### config.mk
export PLATFORM = sky130hd
export DESIGN_NAME = selftest_mailbox
export DESIGN_NICKNAME = d
export VERILOG_FILES = /design/src/rtl/selftest_mailbox.sv
export SDC_FILE = /design/constraint.sdc
export NUM_CORES = 1
export LEC_CHECK = 0
export ABC_CLOCK_PERIOD_IN_PS = 1700
export BUFFER_PORTS_ARGS = -buffer_cell sky130_fd_sc_hd__buf_4
export CORE_MARGIN = 2
export CORE_UTILIZATION = 40
export DETAILED_ROUTE_END_ITERATION = 6
export HOLD_SLACK_MARGIN = 0.05
export PLACE_DENSITY_LB_ADDON = 0.15
export SLEW_MARGIN = 20
export SYNTH_ARGS = -nofsm -noshare
export SYNTH_HDL_FRONTEND = slang
export SYNTH_SLANG_ARGS = --single-unit
### constraint.sdc
create_clock -name clk_i -period 1.7 [get_ports clk_i]
set_input_delay 0.17 -clock clk_i [delete_from_list [all_inputs] [get_ports clk_i]]
set_output_delay 0.17 -clock clk_i [all_outputs]
set_load 0.005 [all_outputs]
### src/rtl/selftest_mailbox.sv
// selftest_mailbox
//   Memory-mapped result port for self-checking 6502 programs. The program
//   writes an expected byte, then the byte it actually computed, and this
//   block tallies checks and mismatches so the test reports its own verdict.
//   A watchdog forces TIMEOUT if a run never signals END.
//
//   Register window (offset from BASE):
//     0 CTRL   (W)  8'h01 = START, 8'h02 = END, other values ignored
//     1 EXPECT (RW) expected byte for the next ACTUAL write
//     2 ACTUAL (W)  byte under test, compared against EXPECT in RUN only
//     3 STATUS (R)  {state[1:0], fail_any, 5'b0}
//
// Ports
//   clk_i          rising-edge clock
//   reset_i        synchronous active-high reset
//   addr_i         CPU address bus
//   wdata_i        CPU write data
//   we_i / re_i    write / read strobes, sampled on the rising edge
//   rdata_o        registered read data, valid the cycle after re_i
//   done_o         high in DONE
//   pass_o         done with no mismatches and at least one check
//   timeout_o      high in TIMEOUT
//   check_count_o  saturating count of ACTUAL writes in the current run
//   fail_count_o   saturating count of mismatches in the current run
//   first_fail_o   check index of the first mismatch, 8'hFF if none
module selftest_mailbox #(
    parameter logic [15:0] BASE    = 16'hE000,
    parameter int          TIMEOUT = 4096,
    parameter int          CW      = 13
) (
    input  logic        clk_i,
    input  logic        reset_i,
    input  logic [15:0] addr_i,
    input  logic [7:0]  wdata_i,
    input  logic        we_i,
    input  logic        re_i,
    output logic [7:0]  rdata_o,
    output logic        done_o,
    output logic        pass_o,
    output logic        timeout_o,
    output logic [7:0]  check_count_o,
    output logic [7:0]  fail_count_o,
    output logic [7:0]  first_fail_o
);

    typedef enum logic [1:0] {
        IDLE    = 2'b00,
        RUN     = 2'b01,
        DONE    = 2'b10,
        TIMEOUT_ST = 2'b11
    } state_t;

    state_t        state_q, state_d;
    logic [7:0]    rdata_q, rdata_d;
    logic [7:0]    expect_q, expect_d;
    logic [7:0]    check_q, check_d;
    logic [7:0]    fail_q, fail_d;
    logic [7:0]    firstFail_q, firstFail_d;
    logic [CW-1:0] watchdog_q, watchdog_d;

    logic [15:0]   offset;
    logic          hit;
    logic [1:0]    regSel;
    logic          wrHit;
    logic          rdHit;
    logic          isStart;
    logic          isEnd;

    // Address decode: subtracting BASE keeps the window correct even if
    // BASE is not 4-byte aligned.
    assign offset  = addr_i - BASE;
    assign hit     = (offset < 16'd4);
    assign regSel  = offset[1:0];
    assign wrHit   = we_i & hit;
    assign rdHit   = re_i & hit;
    assign isStart = wrHit && (regSel == 2'd0) && (wdata_i == 8'h01);
    assign isEnd   = wrHit && (regSel == 2'd0) && (wdata_i == 8'h02);

    // Next-state logic. START is applied last so it overrides the run
    // bookkeeping (watchdog, counters) from any state.
    always_comb begin
        state_d     = state_q;
        rdata_d     = rdata_q;
        expect_d    = expect_q;
        check_d     = check_q;
        fail_d      = fail_q;
        firstFail_d = firstFail_q;
        watchdog_d  = watchdog_q;

        if (wrHit && (regSel == 2'd1)) begin
            expect_d = wdata_i;
        end

        if (state_q == RUN) begin
            watchdog_d = watchdog_q + 1'b1;
            if (wrHit && (regSel == 2'd2)) begin
                check_d = (check_q == 8'hFF) ? 8'hFF : check_q + 8'd1;
                if (wdata_i != expect_q) begin
                    fail_d = (fail_q == 8'hFF) ? 8'hFF : fail_q + 8'd1;
                    if (firstFail_q == 8'hFF) begin
                        firstFail_d = check_q;
                    end
                end
            end
            // END in the expiry cycle still counts as a clean finish.
            if (isEnd) begin
                state_d = DONE;
            end else if (watchdog_q == CW'(TIMEOUT - 1)) begin
                state_d = TIMEOUT_ST;
            end
        end

        if (isStart) begin
            state_d     = RUN;
            check_d     = 8'h00;
            fail_d      = 8'h00;
            firstFail_d = 8'hFF;
            watchdog_d  = '0;
        end

        // Reads use the pre-write register values, so a simultaneous write
        // to the same register returns the old contents.
        if (rdHit) begin
            case (regSel)
                2'd1:    rdata_d = expect_q;
                2'd3:    rdata_d = {state_q, (fail_q != 8'h00), 5'b0};
                default: rdata_d = 8'h00;
            endcase
        end
    end

    // Single state register for the whole block.
    always_ff @(posedge clk_i) begin
        if (reset_i) begin
            state_q     <= IDLE;
            rdata_q     <= 8'h00;
            expect_q    <= 8'h00;
            check_q     <= 8'h00;
            fail_q      <= 8'h00;
            firstFail_q <= 8'hFF;
            watchdog_q  <= '0;
        end else begin
            state_q     <= state_d;
            rdata_q     <= rdata_d;
            expect_q    <= expect_d;
            check_q     <= check_d;
            fail_q      <= fail_d;
            firstFail_q <= firstFail_d;
            watchdog_q  <= watchdog_d;
        end
    end

    assign rdata_o       = rdata_q;
    assign done_o        = (state_q == DONE);
    assign timeout_o     = (state_q == TIMEOUT_ST);
    assign pass_o        = (state_q == DONE) && (fail_q == 8'h00) && (check_q != 8'h00);
    assign check_count_o = check_q;
    assign fail_count_o  = fail_q;
    assign first_fail_o  = firstFail_q;

endmodule

# Yosys cells after proc, flatten, opt, wreduce, memory -nomap -nowiden
# Cells that the tools add are included.
# op_classes
addsub	4
n_lt_le_gt_ge	1
n_eq_ne	13
muxes	7
bitwise	2
n_reduce_logical	20
# ops
cell	n
$eq 8x8->1 const B	3
$add 8x1->8 const B	2
$lt 16x3->1 const B	1
$mux 8	2
$pmux 8 s2	1
$reduce_bool 8->1	2
$sub 16x16->16 const B	1
$add 13x1->13 const B	1
$eq 13x12->1 const B	1
$eq 2x2->1 const B	4
$eq 8x1->1 const B	1
$eq 8x2->1 const B	1
$logic_not 8->1	1
$ne 8x8->1	1
$logic_and 1x1->1	7
$reduce_and 2->1	3
$eq 2x1->1 const B	2
$mux 2	2
$reduce_and 4->1	1
$reduce_bool 2->1	2
$reduce_and 3->1	1
$reduce_bool 3->1	1
$and 1x1->1	2
$logic_not 2->1	1
other kinds (2)	3
# word_totals
regBits	55
input_bits	28

# Longest topological paths before layout
# depth
word_depth	8
ltp_mapped	8
mapped_depth_nobuf	6

# Least setup slack after synthesis
# No wires, ideal clock.
# synth_timing
kind	input-to-reg
from	input port addr_i[13]
to	register fail_q[6], in the netlist fail_count_o[6]
t_arrival_ps	1692
slack_ps	-116
path_stages	7
n_path_buf	1
cell_sequence	ha_1 > nor3_1 > nand4_4 > or2_1 > buf_2 > a2111oi_4 > nor3_1
# synth_via
elab_chain_cells	6
# synth_lines
element	line_no	source
start: declaration	33	input logic [15:0] addr_i,
$sub 16x16->16 *	71	assign offset = addr_i - BASE;
$lt 16x3->1 *	72	assign hit = (offset < 16'd4);
$and 1x1->1 *	74	assign wrHit = we_i & hit;
$logic_and 1x1->1 (2 in series)	76	assign isStart = wrHit && (regSel == 2'd0) && (wdata_i == 8'h01);
$reduce_or 2->1 (no line)	n/a	
end signal: assignment	147	fail_q <= fail_d;
end: declaration	57	logic [7:0] fail_q, fail_d;
# Every way passes the cells marked *; elsewhere a longest branch is shown, timed or not.
# A chain may end at the register's enable or synchronous reset.

# Worst setup path after layout
# layout_timing
from	register fail_q[1], in the netlist fail_count_o[1]
to	output port pass_o
# layout_via
elab_chain_cells	3
# layout_lines
element	line_no	source
$logic_not 8->1	156	assign pass_o = (state_q == DONE) && (fail_q == 8'h00) && (check_q != 8'h00);
$logic_and 1x1->1 (2 in series)	156	
end: declaration	39	output logic pass_o,
# Every way passes these cells.

==> results.md <==
* Outcome: finished with violations
* Failing checks: setup timing
* PD cells at 539 mW/mm2
* Power share of the combinational group at under 10%
* Critical path required time at 1530 ps
* Met2 usage at a little under a third
* Sequential cell area at approximately 0.0011 mm2
* Worst Tran Pin Value at 464 ps
* Final setup viols at 9
* Worst clock skew at 10.1 ps
* Yosys warns at 0
* Layout area overhead at 43.5%
* Switch Pwr at between 500 and 600 uW
* Clock Latency Late Sink at roughly 310 ps
* Hold Fails Final Rpt at 0
* Fin crit share at 116%
* Reg clk slew, reported paths at roughly 100 ps
* Minimum clock period at slightly below 2000 ps
* Worst relative slew slack at between 60% and 70%
* Met3 Use GR at approximately 2.9%
* IO buf count at between 60 and 70
* Routed WL at about 7.5 mm
* Synthesized area at ~0.0029 mm2
* Number of synthesized register bits at between 50 and 60
* Nets at 459
* Placed standard-cell area at 0.00375 mm2
* Vias in the first global route at around 2600
* Setup ws final at -265 ps
* Final Wtd Congestion at 0.837
* Unrepaired setup endpoints after global routing: true
* Synth Instances at around 320
* Antenna Nets Post-Route at 0
* Maximum clock frequency at 0.509 GHz
* Clock Tree Buf Depth at 2
* Share of layout cells above drive strength 1 at 40.6%
* Setup CP Type: flop to output port
* Max-slew violation count at 0
* Int Power at ~1700 uW
* Hold buffer count at cts at 0
* Die Wd at 88.9 um
* Maxcap violations at 0
* Arr. time, crit path at 1800 ps
* Number of buffers created by CTS at 5
* Sequential Power Share at ~57%
* Primary FF master, synth: dfxtp_1
* Min-Delay Path Class: input port to flop
* CTS tree: done
* Final instance area at 0.00414 mm2
* Number of synthesized flops with an enable pin at 0
* Hold_ws at between 100 and 150 ps
* Site row count at 30
* Avg Cell Area, Syn at around 9 um2
* Crit. End Element: output port
* Die Ht at 88.9 um
* Fill cells at approximately 620
* Async set-or-reset flop fraction in the synthesized netlist at 0%
* All-Layer GR Usage at between 10% and 20%
* Largest cells by area after synthesis: dfxtp_1 (38%), nor2_1 (4.7%), xor2_1 (4.6%)
* Most common cell after layout, fill and taps aside: buf_4
* Clock power frac at 34.5%
* Vias at around 2700
* Die ar. at between 0.007 and 0.008 mm2
* H-tree Lvls at 2
* Via density at ~5.2
* First drt pass iteration count at 5
* Post-route DRC violation count at 0
* Largest net degree at the start of global routing at 25
* Worst setup SP type: flop
* Worst IR Drop VDD at 312 uV
* Root buffer cell: clkbuf_8
* Layout Cells excl Fill at between 500 and 600
* Max FO, Critical Path at 2
* Pleak at between 0.0015 and 0.002 uW
* DRC violation total after the first TritonRoute iteration at between 100 and 150
* Clock sinks at 55
* Initial antenna violation count at 0
* Switching Share at between 20% and 30%
* Sequential share of the synthesized area at between 30% and 40%
* Syn nets at 350
* Leading cell types in the layout, fill and taps excluded: buf_4 (109), dfxtp_1 (47), nor2_1 (36), nand2_1 (24), nand3_1 (15)
* Final Core Density at roughly three fifths
* First-pass GRT wire length at approximately 12 mm
* IO Pins at 63
* Placeable Area at slightly below 0.007 mm2
* HPWL after detailed placement at ~5.5 mm
* Wirelength per Cell at between 10 and 15 um
* Largest area contributor in the netlist: dfxtp_1
* Initial Util at 42.0%
* Yosys cell types at 54
* ANT cells at 0
* Inst Count DP at just over 500
* Place WS at -296 ps
* Met1 usage at about a quarter
* Gr busiest metal: met2
* Share of the synthesized area in the top cell type at 38.2%
* Multi-input gate area at about 0.0018 mm2
* GR Overflow Total at 0
layout make-up:
class | count | area share [%]
Sequential cell | 55 | 27.0
Multi-Input combinational cell | 241 | 44.2
Clock buffer | 6 | 2.00
Timing Repair Buffer | 117 | 23.0
Tap cell | 96 | 2.90
Inverter | 5 | 0.454
Clock inverter | 2 | 0.393
cells in the mapped netlist (3+ instances only):
master      n
clkbuf_1    5
nor2_1     36
buf_2       5
nor4_1      3
nor4_4      3
nor3b_1     4
a2111oi_0   3
inv_1       5
ha_1        6
and2_1      3
nor2b_1    10
a21oi_1    13
xnor2_1     5
nand4_1    13
mux2i_1     9
nand2_1    25
a31oi_1     6
buf_4       3
dfxtp_1    55
a211oi_1    4
xor2_1     15
nand3_1    15
and4_1      4
nor4b_1     3
a211oi_2    4
a21o_1      9
and3_1      7
nor3_1     13
metrics by stage:
stage / total power (uW) / TNS [ps]
2_1_floorplan: 1390 / 0
3_3_place_gp: 1480 / -10360
3_5_place_dp: 1480 / -11670
4_1_cts: 2250 / -218
5_1_grt: 2310 / -1590
6_report: 2230 / -697
metal layers:
metal,up-vias,share of wire (%)
met5,-,0
met4,0,0.88
li1,1365,-
met2,45,48
met1,1306,48
met3,6,2.9
critical path, cell delays in order (launching register included):
cell	delay, ps
dfxtp_2	340
inv_2	70
ha_4	120
nor4b_4	200
buf_4	180
nand2_4	50
a2111oi_4	280
buf_4	170
buf_6	80
state kept, by name, summed over array words and instances, names as in the netlist:
name and flops:
rdata_o 8, first_fail_o 8, check_count_o 8, fail_count_o 8, expect_q 8, state_q 2, watchdog_q 13
power groups by stage:
stage	combinational [uW]	clock [uW]	sequential [uW]
2_1_floorplan	68.8	0	1320
3_3_place_gp	167	0	1320
3_5_place_dp	167	0	1320
4_1_cts	169	796	1290
5_1_grt	191	838	1280
6_report	178	769	1280
what timing repair did:
action / CTS / global route
resized for setup: 10 / 30
pin swaps: 1 / 21
buffers inserted: 1 / 5
cloned: 0 / 3
endpoints found under the setup margin: 3 / 23
cells by family (layout without fill, tap and decap cells):
group / after synthesis / after routing / synth area share (%)
compound gates: 48 / 48 / 13.1
flops: 55 / 55 / 38.2
xor+xnor: 21 / 21 / 6.64
mux: 11 / 11 / 3.91
simple gates: 155 / 155 / 31.9
buf+inv: 20 / 130 / 3.73
fa+ha+maj: 6 / 6 / 2.60
final timing paths:
| check | start | endpoint | slack, ps | cells past startpoint |
|---|---|---|---|---|
| max | fail_count_o[1]$_SDFFE_PP0P_ | pass_o | -270 | 8 |
| min | wdata_i[5] | expect_q[5]$_SDFFE_PP0P_ | 130 | 3 |
| max reg2reg | expect_q[3]$_SDFFE_PP0P_ | fail_count_o[2]$_SDFFE_PP0P_ | -110 | 7 |
| min reg2reg | rdata_o[6]$_SDFFE_PP0P_ | rdata_o[6]$_SDFFE_PP0P_ | 460 | 2 |
(Power assumes the default switching activity.)
